==> src/rtl/rv32i_instr_encoder_pkg.sv <==
// Shared types and helpers for the RV32I instruction encoder.
package rv32i_instr_encoder_pkg;

  typedef enum logic [6:0] {
    STALL         = 7'b0000000,
    LOAD          = 7'b0000011,
    IMM_OPERATION = 7'b0010011,
    AUIPC         = 7'b0010111,
    STORE         = 7'b0100011,
    REG_OPERATION = 7'b0110011,
    LUI           = 7'b0110111,
    BRANCH        = 7'b1100011,
    JALR          = 7'b1100111,
    JAL           = 7'b1101111
  } opcode_fmt_t;

  typedef enum logic [2:0] {
    FMT_R, FMT_I, FMT_S, FMT_B, FMT_U, FMT_J, FMT_NOP, FMT_BAD
  } instr_fmt_t;

  localparam logic [31:0] Nop = 32'h0000_0013;

  function automatic instr_fmt_t opcode_to_fmt(input logic [6:0] op);
    instr_fmt_t f;
    case (op)
      REG_OPERATION:             f = FMT_R;
      IMM_OPERATION, LOAD, JALR: f = FMT_I;
      STORE:                     f = FMT_S;
      BRANCH:                    f = FMT_B;
      LUI, AUIPC:                f = FMT_U;
      JAL:                       f = FMT_J;
      STALL:                     f = FMT_NOP;
      default:                   f = FMT_BAD;
    endcase
    return f;
  endfunction

  // True when v, read as signed, is representable in n signed bits.
  function automatic logic fits_signed(input logic [31:0] v, input int unsigned n);
    logic [31:0] hi;
    hi = $signed(v) >>> (n - 32'd1);
    return (hi == 32'd0) || (hi == 32'hFFFF_FFFF);
  endfunction

endpackage

==> src/rtl/rv32i_instr_encoder_if.sv <==
// Field-bundle input, encoded-word output and address-config signals of the encoder.
interface rv32i_instr_encoder_if #(
  parameter int AddrWidth = 32
);
  logic                 in_valid;
  logic                 in_ready;
  logic [6:0]           in_opcode;
  logic [4:0]           in_rd;
  logic [4:0]           in_rs1;
  logic [4:0]           in_rs2;
  logic [2:0]           in_funct3;
  logic [6:0]           in_funct7;
  logic [31:0]          in_imm;
  logic                 cfg_base_we;
  logic [AddrWidth-1:0] cfg_base;
  logic                 out_valid;
  logic                 out_ready;
  logic [31:0]          out_instr;
  logic [AddrWidth-1:0] out_addr;
  logic                 out_err;

  modport slave (
    input  in_valid, in_opcode, in_rd, in_rs1, in_rs2, in_funct3, in_funct7, in_imm,
           cfg_base_we, cfg_base, out_ready,
    output in_ready, out_valid, out_instr, out_addr, out_err
  );

  modport master (
    output in_valid, in_opcode, in_rd, in_rs1, in_rs2, in_funct3, in_funct7, in_imm,
           cfg_base_we, cfg_base, out_ready,
    input  in_ready, out_valid, out_instr, out_addr, out_err
  );
endinterface

==> src/rtl/rv32i_instr_encoder_skid_buffer.sv <==
// Two-entry valid/ready register slice: output register plus one skid entry,
// ready registered and equal to skid-empty.
module rv32i_skid_buffer #(
  parameter int Width = 8
) (
  input  logic             clk,
  input  logic             rst,
  input  logic             in_valid_i,
  output logic             in_ready_o,
  input  logic [Width-1:0] in_data_i,
  output logic             out_valid_o,
  input  logic             out_ready_i,
  output logic [Width-1:0] out_data_o
);
  logic             out_valid_q, out_valid_d;
  logic             skid_valid_q, skid_valid_d;
  logic             in_ready_q;
  logic [Width-1:0] out_data_q, out_data_d;
  logic [Width-1:0] skid_data_q, skid_data_d;
  logic             in_fire_s;

  assign in_fire_s = in_valid_i & in_ready_q;

  always_comb begin
    out_valid_d  = out_valid_q;
    out_data_d   = out_data_q;
    skid_valid_d = skid_valid_q;
    skid_data_d  = skid_data_q;
    if (!out_valid_q || out_ready_i) begin
      // Output slot frees up: skid drains first to keep order.
      if (skid_valid_q) begin
        out_valid_d  = 1'b1;
        out_data_d   = skid_data_q;
        skid_valid_d = 1'b0;
      end else begin
        out_valid_d = in_fire_s;
        if (in_fire_s) out_data_d = in_data_i;
        else           out_data_d = out_data_q;
      end
    end else begin
      if (in_fire_s) begin
        skid_valid_d = 1'b1;
        skid_data_d  = in_data_i;
      end else begin
        skid_valid_d = skid_valid_q;
      end
    end
  end

  always_ff @(posedge clk) begin
    if (rst) begin
      out_valid_q  <= 1'b0;
      out_data_q   <= '0;
      skid_valid_q <= 1'b0;
      skid_data_q  <= '0;
      in_ready_q   <= 1'b1;
    end else begin
      out_valid_q  <= out_valid_d;
      out_data_q   <= out_data_d;
      skid_valid_q <= skid_valid_d;
      skid_data_q  <= skid_data_d;
      in_ready_q   <= !skid_valid_d;
    end
  end

  assign in_ready_o  = in_ready_q;
  assign out_valid_o = out_valid_q;
  assign out_data_o  = out_data_q;
endmodule

==> src/rtl/rv32i_instr_encoder.sv <==
// Streaming RV32I encoder: packs decoded fields into a 32-bit word with a byte address.
// Optional field range checking is built when RV32I_ENCODER_CHECK_EN is defined.
module rv32i_instr_encoder
  import rv32i_instr_encoder_pkg::*;
#(
  parameter int                   AddrWidth = 32,
  parameter logic [AddrWidth-1:0] ResetAddr = '0
) (
  input logic                   clk,
  input logic                   rst,
  rv32i_instr_encoder_if.slave  bus
);
  localparam int Width = 32 + AddrWidth + 1;

  instr_fmt_t           fmt_s;
  logic                 shift_s;
  logic [31:0]          instr_s;
  logic                 err_s;
  logic [AddrWidth-1:0] addr_s;
  logic [AddrWidth-1:0] cnt_q, cnt_d;
  logic                 in_ready_s;
  logic                 in_fire_s;
  logic [Width-1:0]     out_data_s;

  logic [6:0]  op_s;
  logic [4:0]  rd_s, rs1_s, rs2_s;
  logic [2:0]  f3_s;
  logic [6:0]  f7_s;
  logic [31:0] imm_s;

  assign op_s  = bus.in_opcode;
  assign rd_s  = bus.in_rd;
  assign rs1_s = bus.in_rs1;
  assign rs2_s = bus.in_rs2;
  assign f3_s  = bus.in_funct3;
  assign f7_s  = bus.in_funct7;
  assign imm_s = bus.in_imm;

  assign fmt_s   = opcode_to_fmt(op_s);
  // SLLI/SRLI/SRAI (funct3 001/101) carry funct7 and a 5-bit shamt.
  assign shift_s = (op_s == IMM_OPERATION) && (f3_s[1:0] == 2'b01);

  always_comb begin
    instr_s = Nop;
    case (fmt_s)
      FMT_R: instr_s = {f7_s, rs2_s, rs1_s, f3_s, rd_s, op_s};
      FMT_I: begin
        if (shift_s) instr_s = {f7_s, imm_s[4:0], rs1_s, f3_s, rd_s, op_s};
        else         instr_s = {imm_s[11:0], rs1_s, f3_s, rd_s, op_s};
      end
      FMT_S: instr_s = {imm_s[11:5], rs2_s, rs1_s, f3_s, imm_s[4:0], op_s};
      FMT_B: instr_s = {imm_s[12], imm_s[10:5], rs2_s, rs1_s, f3_s,
                        imm_s[4:1], imm_s[11], op_s};
      FMT_U: instr_s = {imm_s[31:12], rd_s, op_s};
      FMT_J: instr_s = {imm_s[20], imm_s[10:1], imm_s[11], imm_s[19:12], rd_s, op_s};
      default: instr_s = Nop;
    endcase
  end

`ifdef RV32I_ENCODER_CHECK_EN
  always_comb begin
    err_s = 1'b0;
    case (fmt_s)
      FMT_I: begin
        if (shift_s) err_s = (imm_s > 32'd31);
        else         err_s = !fits_signed(imm_s, 32'd12);
      end
      FMT_S:   err_s = !fits_signed(imm_s, 32'd12);
      FMT_B:   err_s = !fits_signed(imm_s, 32'd13) || imm_s[0];
      FMT_J:   err_s = !fits_signed(imm_s, 32'd21) || imm_s[0];
      FMT_U:   err_s = (imm_s[11:0] != 12'd0);
      FMT_BAD: err_s = 1'b1;
      default: err_s = 1'b0;
    endcase
  end
`else
  assign err_s = 1'b0;
`endif

  assign in_fire_s = bus.in_valid & in_ready_s;

  // A base write coinciding with an accept applies to that very word.
  always_comb begin
    addr_s = bus.cfg_base_we ? bus.cfg_base : cnt_q;
    if (in_fire_s)             cnt_d = addr_s + AddrWidth'(4);
    else if (bus.cfg_base_we)  cnt_d = bus.cfg_base;
    else                       cnt_d = cnt_q;
  end

  always_ff @(posedge clk) begin
    if (rst) cnt_q <= ResetAddr;
    else     cnt_q <= cnt_d;
  end

  rv32i_skid_buffer #(
    .Width (Width)
  ) u_slice (
    .clk         (clk),
    .rst         (rst),
    .in_valid_i  (bus.in_valid),
    .in_ready_o  (in_ready_s),
    .in_data_i   ({instr_s, addr_s, err_s}),
    .out_valid_o (bus.out_valid),
    .out_ready_i (bus.out_ready),
    .out_data_o  (out_data_s)
  );

  assign bus.in_ready  = in_ready_s;
  assign bus.out_instr = out_data_s[Width-1 -: 32];
  assign bus.out_addr  = out_data_s[AddrWidth:1];
  assign bus.out_err   = out_data_s[0];
endmodule

==> src/flat_wrapper.sv <==
// flat-port wrapper written by rule: the top's interface ports become plain ports
module rv32i_instr_encoder_flat import rv32i_instr_encoder_pkg::*;
#(
  parameter int                   AddrWidth = 32,
  parameter logic [AddrWidth-1:0] ResetAddr = '0
)
  (clk, rst, bus_in_valid, bus_in_opcode, bus_in_rd, bus_in_rs1, bus_in_rs2, bus_in_funct3, bus_in_funct7, bus_in_imm, bus_cfg_base_we, bus_cfg_base, bus_out_ready, bus_in_ready, bus_out_valid, bus_out_instr, bus_out_addr, bus_out_err);
  rv32i_instr_encoder_if #(.AddrWidth(AddrWidth)) bus_i ();
  input logic clk;
  input logic rst;
  input wire logic [$bits(bus_i.in_valid)-1:0] bus_in_valid;
  input wire logic [$bits(bus_i.in_opcode)-1:0] bus_in_opcode;
  input wire logic [$bits(bus_i.in_rd)-1:0] bus_in_rd;
  input wire logic [$bits(bus_i.in_rs1)-1:0] bus_in_rs1;
  input wire logic [$bits(bus_i.in_rs2)-1:0] bus_in_rs2;
  input wire logic [$bits(bus_i.in_funct3)-1:0] bus_in_funct3;
  input wire logic [$bits(bus_i.in_funct7)-1:0] bus_in_funct7;
  input wire logic [$bits(bus_i.in_imm)-1:0] bus_in_imm;
  input wire logic [$bits(bus_i.cfg_base_we)-1:0] bus_cfg_base_we;
  input wire logic [$bits(bus_i.cfg_base)-1:0] bus_cfg_base;
  input wire logic [$bits(bus_i.out_ready)-1:0] bus_out_ready;
  output wire logic [$bits(bus_i.in_ready)-1:0] bus_in_ready;
  output wire logic [$bits(bus_i.out_valid)-1:0] bus_out_valid;
  output wire logic [$bits(bus_i.out_instr)-1:0] bus_out_instr;
  output wire logic [$bits(bus_i.out_addr)-1:0] bus_out_addr;
  output wire logic [$bits(bus_i.out_err)-1:0] bus_out_err;
  assign bus_i.in_valid = bus_in_valid;
  assign bus_i.in_opcode = bus_in_opcode;
  assign bus_i.in_rd = bus_in_rd;
  assign bus_i.in_rs1 = bus_in_rs1;
  assign bus_i.in_rs2 = bus_in_rs2;
  assign bus_i.in_funct3 = bus_in_funct3;
  assign bus_i.in_funct7 = bus_in_funct7;
  assign bus_i.in_imm = bus_in_imm;
  assign bus_i.cfg_base_we = bus_cfg_base_we;
  assign bus_i.cfg_base = bus_cfg_base;
  assign bus_i.out_ready = bus_out_ready;
  assign bus_in_ready = bus_i.in_ready;
  assign bus_out_valid = bus_i.out_valid;
  assign bus_out_instr = bus_i.out_instr;
  assign bus_out_addr = bus_i.out_addr;
  assign bus_out_err = bus_i.out_err;
  rv32i_instr_encoder #(.AddrWidth(AddrWidth), .ResetAddr(ResetAddr)) u_core (.clk(clk), .rst(rst), .bus(bus_i));
endmodule
==> config.mk <==
export PLATFORM = sky130hd
export DESIGN_NAME = rv32i_instr_encoder_flat
export DESIGN_NICKNAME = d
export VERILOG_FILES = /design/src/rtl/rv32i_instr_encoder_pkg.sv /design/src/rtl/rv32i_instr_encoder_if.sv /design/src/rtl/rv32i_instr_encoder_skid_buffer.sv /design/src/rtl/rv32i_instr_encoder.sv /design/src/flat_wrapper.sv
export SDC_FILE = /design/constraint.sdc
export NUM_CORES = 1
export LEC_CHECK = 0
export BUFFER_PORTS_ARGS = -buffer_cell sky130_fd_sc_hd__buf_4
export CORE_MARGIN = 2
export CORE_UTILIZATION = 30
export DETAILED_ROUTE_END_ITERATION = 10
export HOLD_SLACK_MARGIN = 0.12
export MAX_ROUTING_LAYER = met4
export PLACE_DENSITY = 0.52
export RECOVER_POWER = 50
export REMOVE_ABC_BUFFERS = 1
export SYNTH_ARGS = -nofsm -noshare
export SYNTH_HDL_FRONTEND = slang
export SYNTH_SLANG_ARGS = --single-unit
==> constraint.sdc <==
create_clock -name clk -period 3.65 [get_ports clk]
set_input_delay 0.365 -clock clk [delete_from_list [all_inputs] [get_ports clk]]
set_output_delay 0.365 -clock clk [all_outputs]
set_load 0.05 [all_outputs]
# [Word-level counts from Yosys, hierarchy flattened]
# Cells that the tools add are included.
[word_totals] wordCells=45 out_inout_bits=67 ff_bits=164
[op_classes] muxes=10 n_reduce_logical=11 n_eq_ne=15 bitwise_logic=2 add_sub_neg=1
[op_table] operator="one-hot mux 32 bit (6 select lines)" count=1
[op_table] operator="two-way mux 65 bit" count=2
[op_table] operator="two-way mux 32 bit" count=3
[op_table] operator="adder 32 x 3 -> 32 bit, second input constant" count=1
[op_table] operator="== test 7 x 6 -> 1 bit, second input constant" count=3
[op_table] operator="== test 7 bit, second input constant" count=3
[op_table] operator="one-hot mux 3 bit (7 select lines)" count=1
[op_table] operator="== test 7 x 5 -> 1 bit, second input constant" count=2
[op_table] operator="== test 7 x 2 -> 1 bit, second input constant" count=1
[op_table] operator="zero test 7 bit" count=1
[op_table] operator="== test 3 x 2 -> 1 bit, second input constant" count=2
[op_table] operator="== test 3 bit, second input constant" count=2
[op_table] operator="AND reduction 2 bit" count=2
[op_table] operator="== test 3 x 1 -> 1 bit, second input constant" count=1
[op_table] operator="zero test 3 bit" count=1
[op_table] operator="two-way mux 1 bit" count=3
[op_table] operator="OR reduction 3 bit" count=1
[op_table] operator="== test 2 x 1 -> 1 bit, second input constant" count=1
[op_table] operator="zero test 1 bit" count=2
[op_table] operator="nonzero test 2 bit" count=1
[op_table] operator="OR reduction 2 bit" count=1
[op_table] operator="bitwise AND 1 bit" count=1
[op_table] operator="logical AND 1 bit" count=1
[op_table] operator="logical OR 1 bit" count=1
[op_table] operator="inverter 1 bit" count=1

# [Longest topological paths before layout]
# Gate-level depths: netlist (run 1).
[depth] ltp_word=7 depth_mapped=12 mapped_depth_nobuf=8

# [Hierarchy]
# A second synthesis (run 1) with hierarchy kept.
[hier_totals] cells_unflattened=929 area_unflattened_um2=8266.7
[modules_own_cells] mod="rv32i_skid_buffer" cells_each=591 area_each_um2=5566.6 instances=1 seq_area_each_um2=2662.6
[modules_own_cells] mod="rv32i_instr_encoder" cells_each=338 area_each_um2=2700.1 instances=1 seq_area_each_um2=640.6

# [Worst setup path before layout (run 1)]
# No wires, ideal clock.
[synth_timing] path_type="input -> register" startpoint="input bus_cfg_base_we" endpoint="register u_core.cnt_q[28]" t_arrival_ps=2608 stages=12 path_slack_ps=919 n_path_buf=4 cell_sequence="buf_6 buf_8 buf_4 buf_2 mux2i_1 inv_1 ha_1 nand3_1 nor2_1 nand3_1 nor4_2 mux2_1"
[synth_between] elab_chain_len=3
[synth_lines] element="start: declaration" line="flat_wrapper.sv:19" rtl="input wire logic [$bits(bus_i.cfg_base_we)-1:0] bus_cfg_base_we;"
[synth_lines] element="two-way mux 32 bit" line="rv32i_instr_encoder.sv:84" rtl="addr_s = bus.cfg_base_we ? bus.cfg_base : cnt_q;"
[synth_lines] element="via u_core.addr_s[3]" line="rv32i_instr_encoder.sv:19" rtl="logic [AddrWidth-1:0] addr_s;"
[synth_lines] element="adder 32 x 3 -> 32 bit" line="rv32i_instr_encoder.sv:85" rtl="if (in_fire_s) cnt_d = addr_s + AddrWidth'(4);"
[synth_lines] element="two-way mux 32 bit" line="rv32i_instr_encoder.sv:85"
[synth_lines] element="end signal: assignment" line="rv32i_instr_encoder.sv:91" rtl="if (rst) cnt_q <= ResetAddr;"
[synth_lines] element="end signal: assignment" line="rv32i_instr_encoder.sv:92" rtl="else cnt_q <= cnt_d;"
[synth_lines] element="end: declaration" line="rv32i_instr_encoder.sv:20" rtl="logic [AddrWidth-1:0] cnt_q, cnt_d;"
# The timed path passes the listed nets, and every way through them passes these cells.
# A chain may end at the register's enable or synchronous reset.

# [Worst setup path after layout (run 1)]
[layout_timing] startpoint="register u_core.u_slice.skid_valid_q" endpoint="register u_core.u_slice.out_data_q[25] (netlist: u_core.u_slice.out_data_o[25])"
[layout_between] elab_chain_len=2 elab_cells_between_ends=3 cone_classes="mux: 1; reduce/logical: 2"
[layout_lines] element="start: declaration" line="rv32i_instr_encoder_skid_buffer.sv:16" rtl="logic skid_valid_q, skid_valid_d;"
[layout_lines] element="start signal: assignment" line="rv32i_instr_encoder_skid_buffer.sv:60" rtl="skid_valid_q <= skid_valid_d;"
[layout_lines] element="nonzero test 2 bit (no source line)"
[layout_lines] element="AND reduction 2 bit (no source line)"
[layout_lines] element="end signal: assignment" line="rv32i_instr_encoder_skid_buffer.sv:59" rtl="out_data_q <= out_data_d;"
[layout_lines] element="end: declaration" line="rv32i_instr_encoder_skid_buffer.sv:18" rtl="logic [Width-1:0] out_data_q, out_data_d;"
# Parallel ways exist; a longest one is shown, timed or not.

==> flow_metrics.env, run 1 <==
export IMPL_synthTopCellsByArea="dfxtp_1 42%, nand2_1 6.5%, nor2_1 4.7%, mux2i_1 4.1%, a21oi_1 4.1%"
export IMPL_synth_top_cell_area_share=0.4228
export IMPL_cts_setup_buffers=0
export IMPL_finalWorstSetupSlack_ns=0.9331
export IMPL_yosys_cell_types_count=63
export IMPL_cts_tree="yes"
export IMPL_drc=0
export IMPL_status="finished with violations"
export IMPL_leakage_uw=0.003464
export IMPL_first_pass_iters=5
export IMPL_max_slew_worst_pin_slew_ns=1.608
export IMPL_cts_sink_count=163
export IMPL_hold_violations=0
export IMPL_ys_ff_latch=163
export IMPL_place_area_um2=9205
export IMPL_synth_area_leader_cell="dfxtp_1"
export IMPL_clockBufferDepth=2
export IMPL_slew_headroom=-0.07343
export IMPL_antenna_found_initial=0
export IMPL_power_density_nw_per_um2=461.0
export IMPL_area_growth_pct=23.63
export IMPL_mostFrequentLayoutCell="dfxtp_1"
export IMPL_die_x_um=164.4
export IMPL_htreeDepth=4
export IMPL_synth_edf_count=0
export IMPL_fillers=2693
export IMPL_fin_worst_skew_ns=0.01898
export IMPL_place_inst=1392
export IMPL_gp_congestion=0.8515
export IMPL_post_dp_hpwl_um=15420
export IMPL_cts_resized_gates=0
export IMPL_portBuffers=166
export IMPL_period_minus_slack_ns=2.717
export IMPL_slew_viol_final=67
export IMPL_crit_path_start_kind="flip-flop"
export IMPL_n_antenna_cell=0
export IMPL_netlist_instances=957
export IMPL_cts_inserted_buffers=17
export IMPL_failed_checks="capacitance limit, slew limit"
export IMPL_ant_nets=0
export IMPL_cp_arrival_ns=3.09
export IMPL_fin_tns_setup_ns=0
export IMPL_crit_path_end_kind="flip-flop"
export IMPL_critical_path_required_ns=4.02
export IMPL_min_period_over_period=0.7444
export IMPL_mostFrequentLayoutCells="162 x dfxtp_1, 134 x nand2_1, 111 x buf_4"
export IMPL_core_area_um2=25250
export IMPL_stdcell_count=1424
export IMPL_clk_latency_ns=0.44
export IMPL_path_class="reg2reg"
export IMPL_cp_max_fo=49
export IMPL_fin_area_um2=9543
export IMPL_grt_util_all_layers=0.1736
export IMPL_dp_slack_ns=0.5857
export IMPL_rsz0062_at_grt="false"
export IMPL_row_count=58
export IMPL_max_cap_violations=2
export IMPL_synthFlopType="dfxtp_1"
export IMPL_synth_avg_cell_area_um2=8.065
export IMPL_drtIter0Drc=352
export IMPL_holdBufCountCts=0
export IMPL_grt_max_degree=76
export IMPL_synthesis_area_um2=7719
export IMPL_ys_warn_count=0
export IMPL_wl_per_cell_um=15.97
export IMPL_overflow=0
export IMPL_final_nets=1183
export IMPL_drt_total_wl_um=22740
export IMPL_vias=7180
export IMPL_die_h_um=164.4
export IMPL_die_area_um2=27030
export IMPL_final_layout_size_suffix_gt1_frac=0.1435
export IMPL_clockRootBuffer="clkbuf_16"
export IMPL_synthArstFlopShare=0
export IMPL_ys_seq_area_frac=0.4228
export IMPL_grt_pass1_wl_um=36340
export IMPL_clk_pin_slew_ns=0.08
export IMPL_avgViaCountPerCell=5.042
export IMPL_fmax_mhz=368.1
export IMPL_ir_worst_vdd_v=0.0002362
export IMPL_holdCritPathClass="in2reg"
export IMPL_grt_pass1_vias=6952
export IMPL_setup_viol=0
export IMPL_initial_utilization=0.3056
export IMPL_ios=168
[report_power, final]
| part | switching [µW] | total [µW] | internal (µW) |
|---|---|---|---|
| Clock | 846 | 1890 | 1040 |
| Sequential | 41.6 | 1900 | 1860 |
| Combinational | 405 | 614 | 209 |
[Yosys cell counts, types with 2 or more instances]
| library cell | n |
|---|---|
| o211ai_1 | 4 |
| clkbuf_1 | 63 |
| a211oi_1 | 38 |
| nor3b_1 | 4 |
| a32oi_1 | 2 |
| o21a_1 | 3 |
| nor3_1 | 28 |
| buf_4 | 3 |
| and2_1 | 15 |
| o221ai_1 | 4 |
| or2_2 | 4 |
| a21o_1 | 2 |
| buf_2 | 5 |
| o21ai_0 | 59 |
| a22oi_1 | 3 |
| nand2b_1 | 3 |
| nand3b_1 | 25 |
| a21boi_0 | 15 |
| a31oi_1 | 9 |
| nor2_1 | 97 |
| a21oi_1 | 63 |
| o41ai_1 | 11 |
| xnor2_1 | 15 |
| a2111oi_0 | 13 |
| and3b_1 | 2 |
| nor4bb_1 | 2 |
| nand4_1 | 5 |
| a311oi_1 | 4 |
| mux2i_1 | 32 |
| mux2_1 | 2 |
| nor4_1 | 5 |
| nand4b_1 | 3 |
| buf_1 | 6 |
| inv_1 | 19 |
| and3_1 | 4 |
| nand2_1 | 134 |
| o31a_1 | 4 |
| nand3_1 | 36 |
| dfxtp_1 | 163 |
| nor2b_1 | 15 |
| a221oi_1 | 11 |
[layer usage]
layer,vias to the layer above,routed length (µm),global-route usage
li1,3666,-,-
met1,3313,11160,0.2276
met2,182,10050,0.2720
met3,19,1314,0.04294
met4,0,220,0.03755
met5,-,0,-
[layout make-up]
cell class / instances / area, µm² / share of cell area
clock buffers: 17 / 425.4 / 0.04458
clock inverters: 15 / 191.4 / 0.02006
inverters: 19 / 71.32 / 0.007473
multi-input cells: 696 / 4059 / 0.4253
flip-flops and latches: 163 / 3267 / 0.3423
well taps: 330 / 412.9 / 0.04327
repair buffers: 184 / 1116 / 0.1170
[sequential cells by signal (all words and copies together) (netlist names)]
name and count:
u_core.cnt_q 32, u_core.u_slice.in_ready_o 1, u_core.u_slice.out_data_o 64, u_core.u_slice.out_valid_o 1, u_core.u_slice.skid_data_q 64, u_core.u_slice.skid_valid_q 1
[metrics by stage]
| step | utilization | hold WS, ns | power [µW] |
|---|---|---|---|
| floorplan | - | 0.4259 | 2299 |
| global placement | 0.3645 | 0.4390 | 2589 |
| detailed placement | 0.3645 | 0.4454 | 2592 |
| CTS | 0.3889 | 0.2181 | 4490 |
| global route | 0.3779 | 0.2419 | 4599 |
| finish | 0.3779 | 0.2378 | 4400 |
[worst paths after layout]
kind | startpoint | to | slack, ns | depth (start not counted)
setup / recovery | u_core.u_slice.skid_valid_q$_SDFF_PP0_ | u_core.u_slice.out_data_o[25]$_SDFFE_PP0P_ | 0.93 | 5
hold / removal | bus_cfg_base[0] | u_core.cnt_q[0]$_SDFF_PP0_ | 0.24 | 3
setup reg to reg | u_core.u_slice.skid_valid_q$_SDFF_PP0_ | u_core.u_slice.out_data_o[25]$_SDFFE_PP0P_ | 0.93 | 5
hold reg to reg | u_core.u_slice.out_data_o[12]$_SDFFE_PP0P_ | u_core.u_slice.out_data_o[12]$_SDFFE_PP0P_ | 0.45 | 2
[critical path, stage by stage, from the launching register on]
cell     delay [ns]
dfxtp_4        0.67
a21oi_1        0.17
nor2_2         1.23
buf_4          0.36
nand2_1        0.07
a21oi_1        0.16
[cells by family (layout without fill, tap and decap cells)]
logic type / Yosys count / count (layout) / synth area share
AND/OR/NAND/NOR: 386 / 386 / 0.2380
AO/OA/AOI/OAI: 257 / 257 / 0.2208
flip-flops: 163 / 163 / 0.4228
buffers and inverters: 98 / 235 / 0.05236
multiplexers: 35 / 35 / 0.04587
XOR/XNOR: 16 / 16 / 0.01816
adder cells (fa/ha/maj): 1 / 1 / 0.001621
other: 1 / 1 / 0.0004858
Power figures use the tool's default switching activity.
==> run 2: changes to the inputs <==
ABC_AREA = 1   (was default)
PLACE_DENSITY = 0.54   (was 0.52)
clock period = 2.4 ns   (was 3.65 ns; I/O delays follow)
==> run 2 against run 1 <==
The run now ends clean. Clock skew is 0.0074 ns lower. Die area is 6.3% higher. Largest power group unchanged. Highest routed layer unchanged. Global-route usage is 1.9 points higher. Critical endpoint is now u_core.cnt_q[27]$_SDFF_PP0_.
==> flow_metrics.env, run 2 <==
export IMPL_fin_tns_setup_ns=0
export IMPL_synthesis_area_um2=8220
export IMPL_initial_utilization=0.3050
export IMPL_grt_util_all_layers=0.1921
export IMPL_drtIter0Drc=569
export IMPL_portBuffers=166
export IMPL_max_slew_worst_pin_slew_ns=1.146
export IMPL_fin_worst_skew_ns=0.01153
export IMPL_finalWorstSetupSlack_ns=0.2858
export IMPL_leakage_uw=0.004599
export IMPL_holdBufCountCts=5
export IMPL_clk_pin_slew_ns=0.07
export IMPL_fmax_mhz=473.0
export IMPL_antenna_found_initial=0
export IMPL_ios=168
export IMPL_hold_depth=3
export IMPL_row_count=60
export IMPL_holdCritPathClass="in2reg"
export IMPL_yosys_cell_types_count=34
export IMPL_synth_most_common_cell="nand2_1"
export IMPL_cp_arrival_ns=2.44
export IMPL_final_nets=1507
export IMPL_max_cap_violations=0
export IMPL_slew_headroom=0.2350
export IMPL_synth_common_cells="344 x nand2_1, 163 x dfxtp_1, 146 x nor2_1"
export IMPL_netlist_instances=1260
export IMPL_avgViaCountPerCell=4.856
export IMPL_cp_max_fo=18
export IMPL_synth_avg_cell_area_um2=6.524
export IMPL_area_growth_pct=24.02
export IMPL_mostFrequentLayoutCells="343 x nand2_1, 163 x dfxtp_1, 145 x nor2_1"
export IMPL_die_h_um=169.5
export IMPL_cts_sink_count=163
export IMPL_clockRootBuffer="clkbuf_16"
export IMPL_die_area_um2=28740
export IMPL_grt_pass1_wl_um=42880
export IMPL_setup_viol=0
export IMPL_rsz0062_at_grt="false"
export IMPL_final_layout_size_suffix_gt1_frac=0.1410
export IMPL_worst_r2r_path_depth=9
export IMPL_die_x_um=169.5
export IMPL_drt_total_wl_um=26540
export IMPL_core_area_um2=26950
export IMPL_critical_path_required_ns=2.72
export IMPL_clockBufferDepth=2
export IMPL_wl_per_cell_um=15.09
export IMPL_cts_tree="yes"
export IMPL_slew_viol_final=0
export IMPL_cts_setup_buffers=0
export IMPL_n_antenna_cell=0
export IMPL_ys_warn_count=0
export IMPL_hold_violations=0
export IMPL_synth_top_cell_area_share=0.3970
export IMPL_dp_slack_ns=0.2761
export IMPL_ant_nets=0
export IMPL_overflow=0
export IMPL_cts_inserted_buffers=17
export IMPL_status="finished clean"
export IMPL_ys_ff_latch=163
export IMPL_grt_pass1_vias=8251
export IMPL_power_density_nw_per_um2=655.3
export IMPL_synthTopCellsByArea="dfxtp_1 40%, nand2_1 16%, a21oi_1 8.8%, nor2_1 6.7%, o21ai_0 5.5%"
export IMPL_ir_worst_vdd_v=0.0003408
export IMPL_synth_edf_count=0
export IMPL_path_class="in2reg"
export IMPL_crit_path_end_kind="flip-flop"
export IMPL_vias=8541
export IMPL_clk_latency_ns=0.43
export IMPL_grt_max_degree=94
export IMPL_min_period_over_period=0.8809
export IMPL_first_pass_iters=6
export IMPL_htreeDepth=4
export IMPL_ys_seq_area_frac=0.3970
export IMPL_synthFlopType="dfxtp_1"
export IMPL_post_dp_hpwl_um=18360
export IMPL_gp_congestion=0.8688
export IMPL_cts_resized_gates=0
export IMPL_mostFrequentLayoutCell="nand2_1"
export IMPL_drc=0
export IMPL_period_minus_slack_ns=2.114
export IMPL_synth_area_leader_cell="dfxtp_1"
export IMPL_crit_path_start_kind="input pin"
export IMPL_synthArstFlopShare=0
==> run 2: logic make-up (layout without fill, tap and decap cells) <==
family | Yosys count | in the layout | share of synthesized area
fa+ha+maj | 1 | 1 | 0.001522
other cells | 1 | 1 | 0.0004562
simple gates | 634 | 634 | 0.3244
compound gates | 290 | 290 | 0.1912
mux | 2 | 2 | 0.002435
buf+inv | 169 | 327 | 0.08310
flops | 163 | 163 | 0.3970
==> run 2: layout make-up <==
class                           count  area (µm²)
Clock buffer                       18       439.2
Clock inverter                     14       128.9
Fill cell                        2942       16760
Inverter                           95       356.6
Multi-Input combinational cell    928        4284
Sequential cell                   163        3263
Tap cell                          341       426.7
Timing Repair Buffer              200        1296
==> run 2: path summary, 6_finish.rpt <==
| path | start | to | slack, ns |
|---|---|---|---|
| worst max-delay path | bus_cfg_base_we | u_core.cnt_q[27]$_SDFF_PP0_ | 0.29 |
| worst min-delay path | bus_cfg_base[24] | u_core.u_slice.skid_data_q[25]$_SDFFE_PP0P_ | 0.14 |
| worst max register to register | u_core.u_slice.in_ready_o$_SDFF_PP1_ | u_core.u_slice.out_data_o[52]$_SDFFE_PP0P_ | 0.30 |
| worst min register to register | u_core.u_slice.out_data_o[42]$_SDFFE_PP0P_ | u_core.u_slice.out_data_o[42]$_SDFFE_PP0P_ | 0.46 |
==> run 2: worst max-delay path, cell delays in order <==
cell      delay [ns]
buf_4           0.24
clkbuf_1        0.56
nand2_1         0.20
nand2_2         0.21
nand2_1         0.10
inv_1           0.11
nand2_1         0.09
nor2_4          0.14
nand2_1         0.11
nor3_2          0.20
nand3_1         0.11
nand2_1         0.07
nor2_1          0.04
==> run 2: routing by layer <==
| metal | track usage | share of wire |
|---|---|---|
| met4 | 0.04757 | 0.011 |
| met5 | - | 0 |
| met2 | 0.3145 | 0.46 |
| met3 | 0.03195 | 0.045 |
| met1 | 0.2479 | 0.48 |
==> run 2: report_power, final <==
group,internal (µW),leakage [µW],switching [µW]
registers,2850,0.00133,62.6
clock network,1470,0.000278,1200
logic,335,0.00299,772
==> run 2: through the flow <==
step                  util  total power (µW)  instances  hold slack, ns  instance area (µm²)
global route        0.3783              6996       1759          0.1438                10190
floorplan                -              3652       1186          0.3091                 7894
finish              0.3783              6681       1759          0.1408                10190
detailed placement  0.3655              4133       1722          0.4539                 9849
global placement    0.3655              4130       1722          0.4476                 9849
CTS                 0.3884              6825       1759          0.1217                10470
